### src/rtl/regfile_arb_pkg.sv
// Shared types and constants for the register-file access arbiter.
package regfile_arb_pkg;

    localparam int AW_DEF = 5;
    localparam int DW_DEF = 16;

    // Register file select encoding: read is the safe idle level.
    localparam logic SELECT_READ  = 1'b1;
    localparam logic SELECT_WRITE = 1'b0;

    typedef enum logic [1:0] {
        ST_IDLE   = 2'd0,
        ST_SETUP  = 2'd1,
        ST_EXEC   = 2'd2,
        ST_FINISH = 2'd3
    } state_t;

endpackage

### src/rtl/regfile_access_arbiter_rr_arbiter2.sv
// Two-way round-robin pick: one-hot grant plus the pointer to use after this access.
module rr_arbiter2 (
    input  logic       req0_i,
    input  logic       req1_i,
    input  logic       ptr_i,
    output logic [1:0] gnt_o,
    output logic       next_ptr_o
);

    logic winner;

    // Pointer breaks ties; a lone requester wins outright.
    always_comb begin
        winner     = (req0_i && req1_i) ? ptr_i : req1_i;
        gnt_o      = 2'b00;
        if (req0_i || req1_i) begin
            gnt_o = winner ? 2'b10 : 2'b01;
        end
        next_ptr_o = ~winner;
    end

endmodule

### src/rtl/regfile_access_arbiter.sv
// Shares a single-select register file between the core datapath (0) and the
// load/debug port (1). Every access runs IDLE -> SETUP -> EXEC -> FINISH so the
// level-sensitive write strobe never overlaps an address or data change.
//
// state  | meaning
// IDLE   | select high, register file pins hold; grant on any request
// SETUP  | latched address/data on the pins, select still high
// EXEC   | write: select low for this cycle; read: capture read data
// FINISH | select high, pins held, done pulse, pointer advances
module regfile_access_arbiter
    import regfile_arb_pkg::*;
#(
    parameter int AW = AW_DEF,
    parameter int DW = DW_DEF
) (
    input  logic          clk,
    input  logic          rst_n,
    input  logic          req0,
    input  logic          we0,
    input  logic [AW-1:0] rAddr1_0,
    input  logic [AW-1:0] rAddr2_0,
    input  logic [AW-1:0] wAddr0,
    input  logic [DW-1:0] wData0,
    output logic          gnt0,
    output logic          done0,
    input  logic          req1,
    input  logic          we1,
    input  logic [AW-1:0] rAddr1_1,
    input  logic [AW-1:0] rAddr2_1,
    input  logic [AW-1:0] wAddr1,
    input  logic [DW-1:0] wData1,
    output logic          gnt1,
    output logic          done1,
    output logic [DW-1:0] rData1,
    output logic [DW-1:0] rData2,
    output logic          select,
    output logic [AW-1:0] readAddress1,
    output logic [AW-1:0] readAddress2,
    output logic [AW-1:0] writeAddress,
    output logic [DW-1:0] writeData,
    input  logic [DW-1:0] readData1,
    input  logic [DW-1:0] readData2
);

    state_t        state_q;
    logic          ptr_q, nxt_ptr_q;
    logic          we_q;
    logic          gnt0_q, gnt1_q, done0_q, done1_q;
    logic          select_q;
    logic [AW-1:0] raddr1_q, raddr2_q, waddr_q;
    logic [DW-1:0] wdata_q, rdata1_q, rdata2_q;

    logic [1:0]    arb_gnt;
    logic          arb_next_ptr;
    logic          we_d;
    logic [AW-1:0] raddr1_d, raddr2_d, waddr_d;
    logic [DW-1:0] wdata_d;

    rr_arbiter2 u_rr (
        .req0_i     (req0),
        .req1_i     (req1),
        .ptr_i      (ptr_q),
        .gnt_o      (arb_gnt),
        .next_ptr_o (arb_next_ptr)
    );

    // Request fields of whichever requester the arbiter picked.
    always_comb begin
        we_d     = arb_gnt[1] ? we1      : we0;
        raddr1_d = arb_gnt[1] ? rAddr1_1 : rAddr1_0;
        raddr2_d = arb_gnt[1] ? rAddr2_1 : rAddr2_0;
        waddr_d  = arb_gnt[1] ? wAddr1   : wAddr0;
        wdata_d  = arb_gnt[1] ? wData1   : wData0;
    end

    // Access sequencer; all register file pins and handshakes are registered.
    always_ff @(posedge clk or negedge rst_n) begin
        if (!rst_n) begin
            state_q   <= ST_IDLE;
            ptr_q     <= 1'b0;
            nxt_ptr_q <= 1'b0;
            we_q      <= 1'b0;
            gnt0_q    <= 1'b0;
            gnt1_q    <= 1'b0;
            done0_q   <= 1'b0;
            done1_q   <= 1'b0;
            select_q  <= SELECT_READ;
            raddr1_q  <= '0;
            raddr2_q  <= '0;
            waddr_q   <= '0;
            wdata_q   <= '0;
            rdata1_q  <= '0;
            rdata2_q  <= '0;
        end else begin
            case (state_q)
                ST_IDLE: begin
                    select_q <= SELECT_READ;
                    done0_q  <= 1'b0;
                    done1_q  <= 1'b0;
                    if (arb_gnt != 2'b00) begin
                        gnt0_q    <= arb_gnt[0];
                        gnt1_q    <= arb_gnt[1];
                        nxt_ptr_q <= arb_next_ptr;
                        we_q      <= we_d;
                        raddr1_q  <= raddr1_d;
                        raddr2_q  <= raddr2_d;
                        waddr_q   <= waddr_d;
                        wdata_q   <= wdata_d;
                        state_q   <= ST_SETUP;
                    end
                end
                ST_SETUP: begin
                    select_q <= we_q ? SELECT_WRITE : SELECT_READ;
                    state_q  <= ST_EXEC;
                end
                ST_EXEC: begin
                    select_q <= SELECT_READ;
                    if (!we_q) begin
                        rdata1_q <= readData1;
                        rdata2_q <= readData2;
                    end
                    done0_q <= gnt0_q;
                    done1_q <= gnt1_q;
                    state_q <= ST_FINISH;
                end
                ST_FINISH: begin
                    done0_q <= 1'b0;
                    done1_q <= 1'b0;
                    gnt0_q  <= 1'b0;
                    gnt1_q  <= 1'b0;
                    ptr_q   <= nxt_ptr_q;
                    state_q <= ST_IDLE;
                end
                default: begin
                    select_q <= SELECT_READ;
                    state_q  <= ST_IDLE;
                end
            endcase
        end
    end

    assign gnt0         = gnt0_q;
    assign gnt1         = gnt1_q;
    assign done0        = done0_q;
    assign done1        = done1_q;
    assign select       = select_q;
    assign readAddress1 = raddr1_q;
    assign readAddress2 = raddr2_q;
    assign writeAddress = waddr_q;
    assign writeData    = wdata_q;
    assign rData1       = rdata1_q;
    assign rData2       = rdata2_q;

endmodule

### config.mk
export PLATFORM = sky130hd
export DESIGN_NAME = regfile_access_arbiter
export DESIGN_NICKNAME = d
export VERILOG_FILES = /design/src/rtl/regfile_arb_pkg.sv /design/src/rtl/regfile_access_arbiter_rr_arbiter2.sv /design/src/rtl/regfile_access_arbiter.sv
export SDC_FILE = /design/constraint.sdc
export NUM_CORES = 1
export LEC_CHECK = 0
export CAP_MARGIN = 20
export CORE_AREA = 4 4 83 124
export DETAILED_ROUTE_END_ITERATION = 10
export DIE_AREA = 0 0 87 128
export PLACE_DENSITY_LB_ADDON = 0.08
export SLEW_MARGIN = 20
export SYNTH_ARGS = -nofsm -noshare
export SYNTH_HDL_FRONTEND = slang
export SYNTH_HIERARCHICAL = 1
export SYNTH_SLANG_ARGS = --single-unit
### constraint.sdc
create_clock -name clk -period 1.55 [get_ports clk]
set_clock_uncertainty 0.15 [all_clocks]
set_input_delay 0.155 -clock clk [delete_from_list [all_inputs] [get_ports clk]]
set_output_delay 0.155 -clock clk [all_outputs]
set_load 0.01 [all_outputs]
## After elaboration in Yosys (flattened, before gate mapping)

Index checks and enable logic that the tools add are counted.

| cells by class | value |
|---|---|
| $mul | 0 |
| $add $sub $neg | 0 |
| mux-type cells | 18 |
| div/mod/pow operators | 0 |
| equal/unequal tests | 4 |
| bitwise operators | 2 |
| reductions and logical operators | 12 |
| shift-type cells | 0 |
| magnitude comparators | 0 |

Operator list:

| kind | count |
|---|---|
| $mux W16 | 1 |
| $mux W5 | 3 |
| $pmux W1 S2 | 5 |
| $pmux W2 S4 | 1 |
| $reduce_bool A2 Y1 | 4 |
| $mux W2 | 3 |
| $reduce_and A2 Y1 | 3 |
| $mux W1 | 5 |
| $eq A2 B2 Y1 const B | 2 |
| $reduce_or A2 Y1 | 2 |
| $eq A2 B1 Y1 const B | 1 |
| $logic_not A2 Y1 | 1 |
| $ne A2 B2 Y1 const B | 1 |
| $not A1 Y1 | 2 |
| $logic_and A1 B1 Y1 | 1 |
| $logic_or A1 B1 Y1 | 1 |

| word-level totals | value |
|---|---|
| bits of input ports | 100 |
| register bits after elaboration | 73 |
| bits in read-only memories | 0 |
| bits in writable memories | 0 |
| memories kept | 0 |
| bits in latches | 0 |

## Longest topological paths before layout

Gate-level depths: netlist of run 1.

| logic depth | value |
|---|---|
| depth in word-level cells | 7 |
| gate-level depth with buffers | 7 |

## By module

Netlist of run 1, hierarchy kept.

By module, submodules not included:

| module | cells each | seq. area each (µm²) | area an instance (µm²) | instances |
|---|---|---|---|---|
| regfile_access_arbiter | 254 | 1828.0 | 3259.4 | 1 |
| rr_arbiter2 | 4 | 0.0 | 21.3 | 1 |

## Worst setup path before layout of run 1

No wires, ideal clock.

| path | value |
|---|---|
| path type | flip-flop to flip-flop |
| from | reg state_q[0] |
| to | reg rdata2_q[0] (netlist: rData2[0]) |
| arrival time | 1.400 ns |
| required time | 1.275 ns |
| clock period less this slack | 1.675 ns |
| setup time | 0.125 ns |
| stages on the path, launching flop included | 7 |
| setup slack | -0.125 ns |
| cell sequence | dfrtp_1 inv_1 ha_1 nor2b_1 buf_6 buf_8 mux2_4 |

| between the ends | value |
|---|---|
| cells in the longest elaborated chain, start to end | 2 |

RTL lines:

| element | RTL line | source |
|---|---|---|
| start, declared | regfile_access_arbiter.sv:45 | `state_t state_q;` |
| start signal, assigned | regfile_access_arbiter.sv:79 | `state_q <= ST_IDLE;` |
| start signal, assigned | regfile_access_arbiter.sv:109 | `state_q <= ST_SETUP;` |
| start signal, assigned | regfile_access_arbiter.sv:114 | `state_q <= ST_EXEC;` |
| $eq A2 B2 Y1 | regfile_access_arbiter.sv:95 | `case (state_q)` |
| $reduce_and A2 Y1 (no line) | -- |  |
| end signal, assigned | regfile_access_arbiter.sv:120 | `rdata2_q <= readData2;` |
| end, declared | regfile_access_arbiter.sv:51 | `logic [DW-1:0] wdata_q, rdata1_q, rdata2_q;` |

No other way between the ends.
A chain may end at the register's enable or synchronous reset.

## Worst setup path in the final report of run 1

| path | value |
|---|---|
| from | reg state_q[0] |
| to | reg rdata1_q[6] (netlist: rData1[6]) |

| between the ends | value |
|---|---|
| cells in the longest elaborated chain, start to end | 2 |

RTL lines:

| element | RTL line | source |
|---|---|---|
| $eq A2 B2 Y1 | regfile_access_arbiter.sv:95 |  |
| $reduce_and A2 Y1 (no line) | -- |  |
| end signal, assigned | regfile_access_arbiter.sv:119 | `rdata1_q <= readData1;` |
| end, declared | regfile_access_arbiter.sv:51 |  |

No other way between the ends.

==> results of run 1 <==
==> state kept, by name, indices dropped and copies added (netlist names) <==
register / count
readAddress2: 5
rData2: 16
select: 1
we_q: 1
writeData: 16
writeAddress: 5
gnt1: 1
done1: 1
readAddress1: 5
done0: 1
nxt_ptr_q: 1
rData1: 16
gnt0: 1
state_q: 2
ptr_q: 1
==> per-layer routing <==
layer / vias up / track usage, % / wire, µm
met3: 16 / 3.67 / 639
li1: 1334 / - / -
met1: 1426 / 21.9 / 4010
met5: - / 0 / 0
met2: 98 / 35.1 / 6110
met4: 0 / 8.72 / 278
==> area by class of cell <==
class / count / area, µm² / area share, %
Clock buffer: 9 / 225 / 3.51
Clock inverter: 7 / 125 / 1.95
Inverter: 4 / 15.0 / 0.234
Multi-Input combinational cell: 167 / 1900 / 29.6
Sequential cell: 73 / 1830 / 28.5
Tap cell: 112 / 140 / 2.18
Timing Repair Buffer: 205 / 2180 / 34.0
==> cells by family (layout without fill, tap and decap cells) <==
kind of cell / count (synthesis) / in the layout
AND/OR/NAND/NOR: 78 / 81
multiplexers: 37 / 37
adder cells (fa/ha/maj): 6 / 6
flip-flops: 73 / 73
AO/OA/AOI/OAI: 43 / 43
buffers and inverters: 21 / 225
==> cell usage after synthesis (all sizes together) <==
master / instances
dfrtp: 72
nor2: 65
mux2: 36
o32ai: 31
buf: 17
nand2: 8
ha: 6
a21oi: 4
inv: 4
nand2b: 4
o21ai: 3
a31o: 2
o21a: 2
dfstp: 1
mux2i: 1
nor2b: 1
o31ai: 1
==> path summary, 6_finish.rpt <==
check / from / end / slack [ns] / cells after the start
worst min register to register: done0$_DFFE_PN0P_ / done0$_DFFE_PN0P_ / 0.34 / 2
worst min-delay path: rst_n / writeData[8]$_DFFE_PN0P_ / 0.12 / 2
worst max-delay path: state_q[0]$_DFFE_PN0P_ / rData1[6]$_DFFE_PN0P_ / -0.12 / 6
max in group asynchronous: rst_n / writeData[1]$_DFFE_PN0P_ / 0.60 / 3
worst max register to register: state_q[0]$_DFFE_PN0P_ / rData1[6]$_DFFE_PN0P_ / -0.12 / 6
min in group clk: rAddr2_1[4] / readAddress2[4]$_DFFE_PN0P_ / 0.27 / 3
==> power breakdown <==
part	leakage [nW]	total (W)	internal [W]	switching, W
registers	0.832	0.00360	0.00288	0.000719
logic	1.81	0.00660	0.00379	0.00282
clock network	0.171	0.00242	0.00159	0.000830
total	2.81	0.0126	0.00826	0.00437
==> metrics by stage <==
step / instances / setup TNS (ns) / hold slack [ns]
after CTS: 571 / -4.78 / 0.119
after detailed placement: 540 / -12.29 / -0.0669
after floorplan: 258 / -0.885 / -0.291
after global routing: 577 / -9.07 / 0.148
final: 577 / -5.46 / 0.121
after global placement: 540 / -11.92 / -0.0713
==> worst register-to-register path: cells and delay by family (launching register included) <==
| family | cells | cell delay (ns) |
|---|---|---|
| fa+ha+maj | 1 | 0.14 |
| buf+inv | 3 | 0.42 |
| mux | 1 | 0.31 |
| flops | 1 | 0.39 |
| simple gates | 1 | 0.15 |
==> timing repair <==
item                                   in CTS  in global routing
endpoints found under the hold margin      73                  0
setup buffers                               8                  4
gates cloned                                6                  2
gates resized for setup                   109                 81
pin swaps                                   4                  5
hold buffers                                1                  0
setup endpoints to repair                  93                 98
==> layout by cell type (no fill, tap or decap), types with 7 or more instances in the layout <==
master	synthesis	routed
o32ai_2	0	23
nor2_1	65	22
nor2_4	0	30
dfrtp_1	72	71
mux2_4	30	32
buf_4	7	22
buf_12	2	7
clkbuf_16	0	11
dlygate4sd2_1	0	34
nor2_2	0	13
dlymetal6s2s_1	0	29
clkdlybuf4s50_1	0	103
==> metrics.md, run 1 <==
| Metric | Value |
|---|---|
| Fmax | 598 MHz |
| Die span in x | 87 µm |
| Site Rows | 43 |
| Synth Register Bits | 73 |
| Crit-path leading delay family | buffers and inverters |
| Most frequent CP cell | buf_12 |
| Post-Syn Area per Cell | 12.7 µm² |
| WL final | 11.0 mm |
| TritonCTS clock tree | yes |
| Largest area contributor in the netlist | dfrtp_1 |
| Peak per-stage delay on the critical path | 0.39 ns |
| Port buffer count | 167 |
| Synth top area cells | dfrtp_1, mux2_4, o32ai_1 |
| Die area | 11100 µm² |
| Area grow syn2layout | 95.7% |
| Final Hold Viols | 0 |
| PnR worst setup slack | -0.122 ns |
| MaxCap Viol Count | 0 |
| Critical-path top delay cell | dfrtp_1 |
| H-tree depth | 3 |
| WP data arrival | 1.73 ns |
| Clock sinks | 73 |
| CTS buffer count | 9 |
| # DRC | 0 |
| Synth Cell Area | 3280 µm² |
| Cell Area, Placed | 5170 µm² |
| Synth Area in Compound Gates | 10.8% |
| TritonRoute pass-1 iters | 4 |
| CP Buf/Inv Count | 3 |
| Iteration-0 DRC Markers | 76 |
| Crit path max fanout | 12 |
| N_diodes | 0 |
| Final Slew Violations | 0 |
| Synth Area in Adders | 2.29% |
| Slew headroom | 78.4% |
| # setup viols final | 65 |
| Largest net degree at the start of global routing | 38 |
| Unique cell type count in the Yosys netlist | 25 |
| Maximum clock insertion buffer count | 2 |
| Worst path cell trace | inv_2, ha_4, nor2b_4, buf_12, buf_12, mux2_4 |
| Synth Area in XOR/XNOR | 0% |
| Routability cong. | 0.742 |
| Overflow after GRT | 0 |
| Vias | 2874 |
| Drt wl/cell | 19.1 µm |
| Worst Hold Class | in2async |
| Die Span Y | 128 µm |
| Failing checks | setup timing |
| Share of layout cells above drive strength 1 | 39.4% |
| GRT Total Usage | 19.5% |
| Largest family of logic cells by synthesized area | multiplexers |
| Antenna viol nets, final | 0 |
| Via-to-Cell Ratio | 4.98 |
| First-pass GRT wire length | 16.4 mm |
| Leak | 2.81 nW |
| Fin util | 69.8% |
| Peak supply drop | 1390 µV |
| Slew at the pin closest to its max-slew limit | 0.325 ns |
| I/O pins | 168 |
| Syn Inst Count | 258 |
| Total power | 0.0126 W |
| Synth warn | 6 |
| Syn nets | 364 |
| Final worst path period share | 108% |
| Mux cell area share after synthesis | 16.1% |
| Final min period | 1.67 ns |
| Setup crit end kind | flip-flop |
| Clock transition at path regs | 0.06 ns |
| Worst endpoint required time | 1.61 ns |
| Starting density of the core | 35.7% |
| Dpl hpwl | 6.95 mm |
| Design area | 6420 µm² |
| Post-synthesis simple-gate area fraction | 9.53% |
| Worst-Skew Late Latency | 0.32 ns |
| Sequential share of the synthesized area | 55.7% |
| Number of fill cells | 672 |
| Yosys top cell area share | 54.9% |
| Root Buffer Master | clkbuf_16 |
| Startpoint types | flip-flop |
| Vias in the first global route | 3151 |
| RSZ-0062 raised after global routing | true |
| Initial antenna violation count | 0 |
| Status | complete, but fails checks |
| Core outline area | 9200 µm² |
| Power density over cell area | 1970 nW/µm² |
| Critical path class | reg2reg |
| Nets | 566 |
| Place WS | -0.420 ns |
Note: power is estimated with default switching activity, not from simulation.
==> inputs of run 2 (changes only) <==
--- a/config.mk
+++ b/config.mk
@@ -6,10 +6,12 @@
 export NUM_CORES = 1
 export LEC_CHECK = 0
 export CAP_MARGIN = 20
-export CORE_AREA = 4 4 83 124
+export CORE_AREA = 4 4 82 123
+export CTS_BUF_LIST = sky130_fd_sc_hd__clkbuf_8
 export DETAILED_ROUTE_END_ITERATION = 10
-export DIE_AREA = 0 0 87 128
+export DIE_AREA = 0 0 86 127
 export PLACE_DENSITY_LB_ADDON = 0.08
+export SETUP_SLACK_MARGIN = 0.5
 export SLEW_MARGIN = 20
 export SYNTH_ARGS = -nofsm -noshare
 export SYNTH_HDL_FRONTEND = slang
==> run 2 against run 1 <==
The flow still finishes with violations (setup timing). Highest routed layer unchanged. Critical path type unchanged. Total power up 2.6%. Register-to-register slack got worse by 0.07 ns. Count of clock-buffer cells in the layout up 1. Final cell count increased by 12%. Sequential power fell by 4%. Combinational power grew 20%. Non-clock buffer count grew 71. First-iteration DRC count rose by 6.6%.
==> metrics.md, run 2 (synthesis results as in run 1) <==
| Metric | Value |
|---|---|
| RR Startpoint | state_q[0]$_DFFE_PN0P_ (unchanged) |
| Most frequent cells in the layout | clkdlybuf4s50_1, buf_4, dfrtp_1 (was clkdlybuf4s50_1, dfrtp_1, dlygate4sd2_1) |
| RSZ-0062 raised after global routing | true (unchanged) |
| CTS buffer count | 9 (unchanged) |
| Final Slew Violations | 0 (unchanged) |
| Final worst path period share | 112% (was 108%) |
| Internal reg-to-reg setup slack | -0.19 ns (was -0.12 ns) |
| Starting density of the core | 36.1% (was 35.7%) |
| Area grow syn2layout | 98.5% (was 95.7%) |
| Via-to-Cell Ratio | 4.81 (was 4.98) |
| Routability cong. | 0.778 (was 0.742) |
| Critical path class | reg2reg (unchanged) |
| Dpl hpwl | 7.46 mm (was 6.95 mm) |
| Port buffer count | 167 (unchanged) |
| Clock sinks | 73 (unchanged) |
| Worst endpoint required time | 1.69 ns (was 1.61 ns) |
| Worst Hold Class | in2async (unchanged) |
| Overflow after GRT | 0 (unchanged) |
| Antenna viol nets, final | 0 (unchanged) |
| Largest net degree at the start of global routing | 35 (was 38) |
| Die span in x | 86 µm (was 87 µm) |
| Most common cell after layout, fill and taps aside | clkdlybuf4s50_1 (unchanged) |
| Fin util | 71.6% (was 69.8%) |
| Drt wl/cell | 17.9 µm (was 19.1 µm) |
| First-pass GRT wire length | 16.7 mm (was 16.4 mm) |
| Setup total negative slack | -9.41 ns (was -5.46 ns) |
| Crit path max fanout | 2 (was 12) |
| WP data arrival | 1.88 ns (was 1.73 ns) |
| Root Buffer Master | clkbuf_8 (was clkbuf_16) |
| Final min period | 1.74 ns (was 1.67 ns) |
| Startpoint types | flip-flop (unchanged) |
| Slew at the pin closest to its max-slew limit | 0.315 ns (was 0.325 ns) |
| # setup viols final | 69 (was 65) |
| Place WS | -0.365 ns (was -0.420 ns) |
| Core outline area | 9090 µm² (was 9200 µm²) |
| MaxCap Viol Count | 0 (unchanged) |
| Total power | 0.0130 W (was 0.0126 W) |
| Setup crit end kind | flip-flop (unchanged) |
| Peak supply drop | 1110 µV (was 1390 µV) |
| Final Hold Viols | 0 (unchanged) |
| TritonCTS clock tree | yes (unchanged) |
| Leak | 2.83 nW (was 2.81 nW) |
| WL final | 11.6 mm (was 11.0 mm) |
| Die area | 10900 µm² (was 11100 µm²) |
| Number of fill cells | 683 (was 672) |
| N_diodes | 0 (unchanged) |
| Die Span Y | 127 µm (was 128 µm) |
| Worst-Skew Late Latency | 0.36 ns (was 0.32 ns) |
| PnR worst setup slack | -0.192 ns (was -0.122 ns) |
| GRT Total Usage | 20.2% (was 19.5%) |
| Iteration-0 DRC Markers | 81 (was 76) |
| Status | complete, but fails checks (unchanged) |
| Failing checks | setup timing (unchanged) |
| Site Rows | 43 (unchanged) |
| Slew headroom | 79.0% (was 78.4%) |
| Clock transition at path regs | 0.08 ns (was 0.06 ns) |
| Share of layout cells above drive strength 1 | 57.7% (was 39.4%) |
| Maximum clock insertion buffer count | 2 (unchanged) |
| TritonRoute pass-1 iters | 4 (unchanged) |
| Beginning of the critical path | state_q[0]$_DFFE_PN0P_ (unchanged) |
| H-tree depth | 3 (unchanged) |
| I/O pins | 168 (unchanged) |
| Vias in the first global route | 3260 (was 3151) |
| Fmax | 574 MHz (was 598 MHz) |
| Nets | 635 (was 566) |
| Vias | 3107 (was 2874) |
| # DRC | 0 (unchanged) |
| Power density over cell area | 1990 nW/µm² (was 1970 nW/µm²) |
| Initial antenna violation count | 0 (unchanged) |
## run 2: per-stage QoR
step | hold slack, ns | std cells | instance area (µm²)
after floorplan | -0.291 | 258 | 3330
after global placement | -0.0264 | 554 | 5310
after detailed placement | -0.0259 | 554 | 5310
after CTS | 0.126 | 619 | 6050
after global routing | 0.0821 | 646 | 6510
final | 0.0783 | 646 | 6510
## run 2: layout make-up
| class | count | area, µm² | share of cell area, % |
|---|---|---|---|
| multi-input combinational | 165 | 1740 | 26.7 |
| clock buffer | 10 | 138 | 2.11 |
| inverter | 4 | 17.5 | 0.269 |
| sequential | 73 | 1830 | 28.1 |
| tap | 112 | 140 | 2.15 |
| clock inverter | 6 | 66.3 | 1.02 |
| timing repair buffer | 276 | 2580 | 39.7 |
## run 2: critical path, cell delays in order (launching register included)
cell and delay, ns:
dfrtp_1 0.37, inv_2 0.06, buf_6 0.13, buf_4 0.13
buf_6 0.10, buf_6 0.11, ha_4 0.16, nor2_4 0.12
nand2_1 0.07, mux2_4 0.27
## run 2: worst paths after layout
check,cells past startpoint,to
max in group asynchronous,3,rData2[12]$_DFFE_PN0P_
worst min register to register,2,readAddress1[2]$_DFFE_PN0P_
worst min-delay path,2,rData1[13]$_DFFE_PN0P_
worst max-delay path,9,select$_DFFE_PN1P_
min in group clk,3,writeData[2]$_DFFE_PN0P_
worst max register to register,9,select$_DFFE_PN1P_
## run 2: where the power goes
group / switching, W / internal (W) / leakage (nW)
Sequential: 0.000584 / 0.00288 / 0.832
Combinational: 0.00317 / 0.00478 / 1.91
Clock: 0.000765 / 0.000789 / 0.0949
Total: 0.00452 / 0.00844 / 2.83
## run 2: metal layers
layer | track usage [%] | wire length (µm)
met1 | 22.0 | 4060
met2 | 35.7 | 6470
met3 | 4.71 | 660
met4 | 10.8 | 374
met5 | 0 | 0
## run 2: repair_timing
item                       in CTS  in global routing
hold buffers                    1                  0
resized for setup             368                 46
pin swaps                       7                 17
setup endpoints to repair     141                144
hold endpoints to repair       73                  0
gates cloned                    4                  2
setup buffers                  44                 25
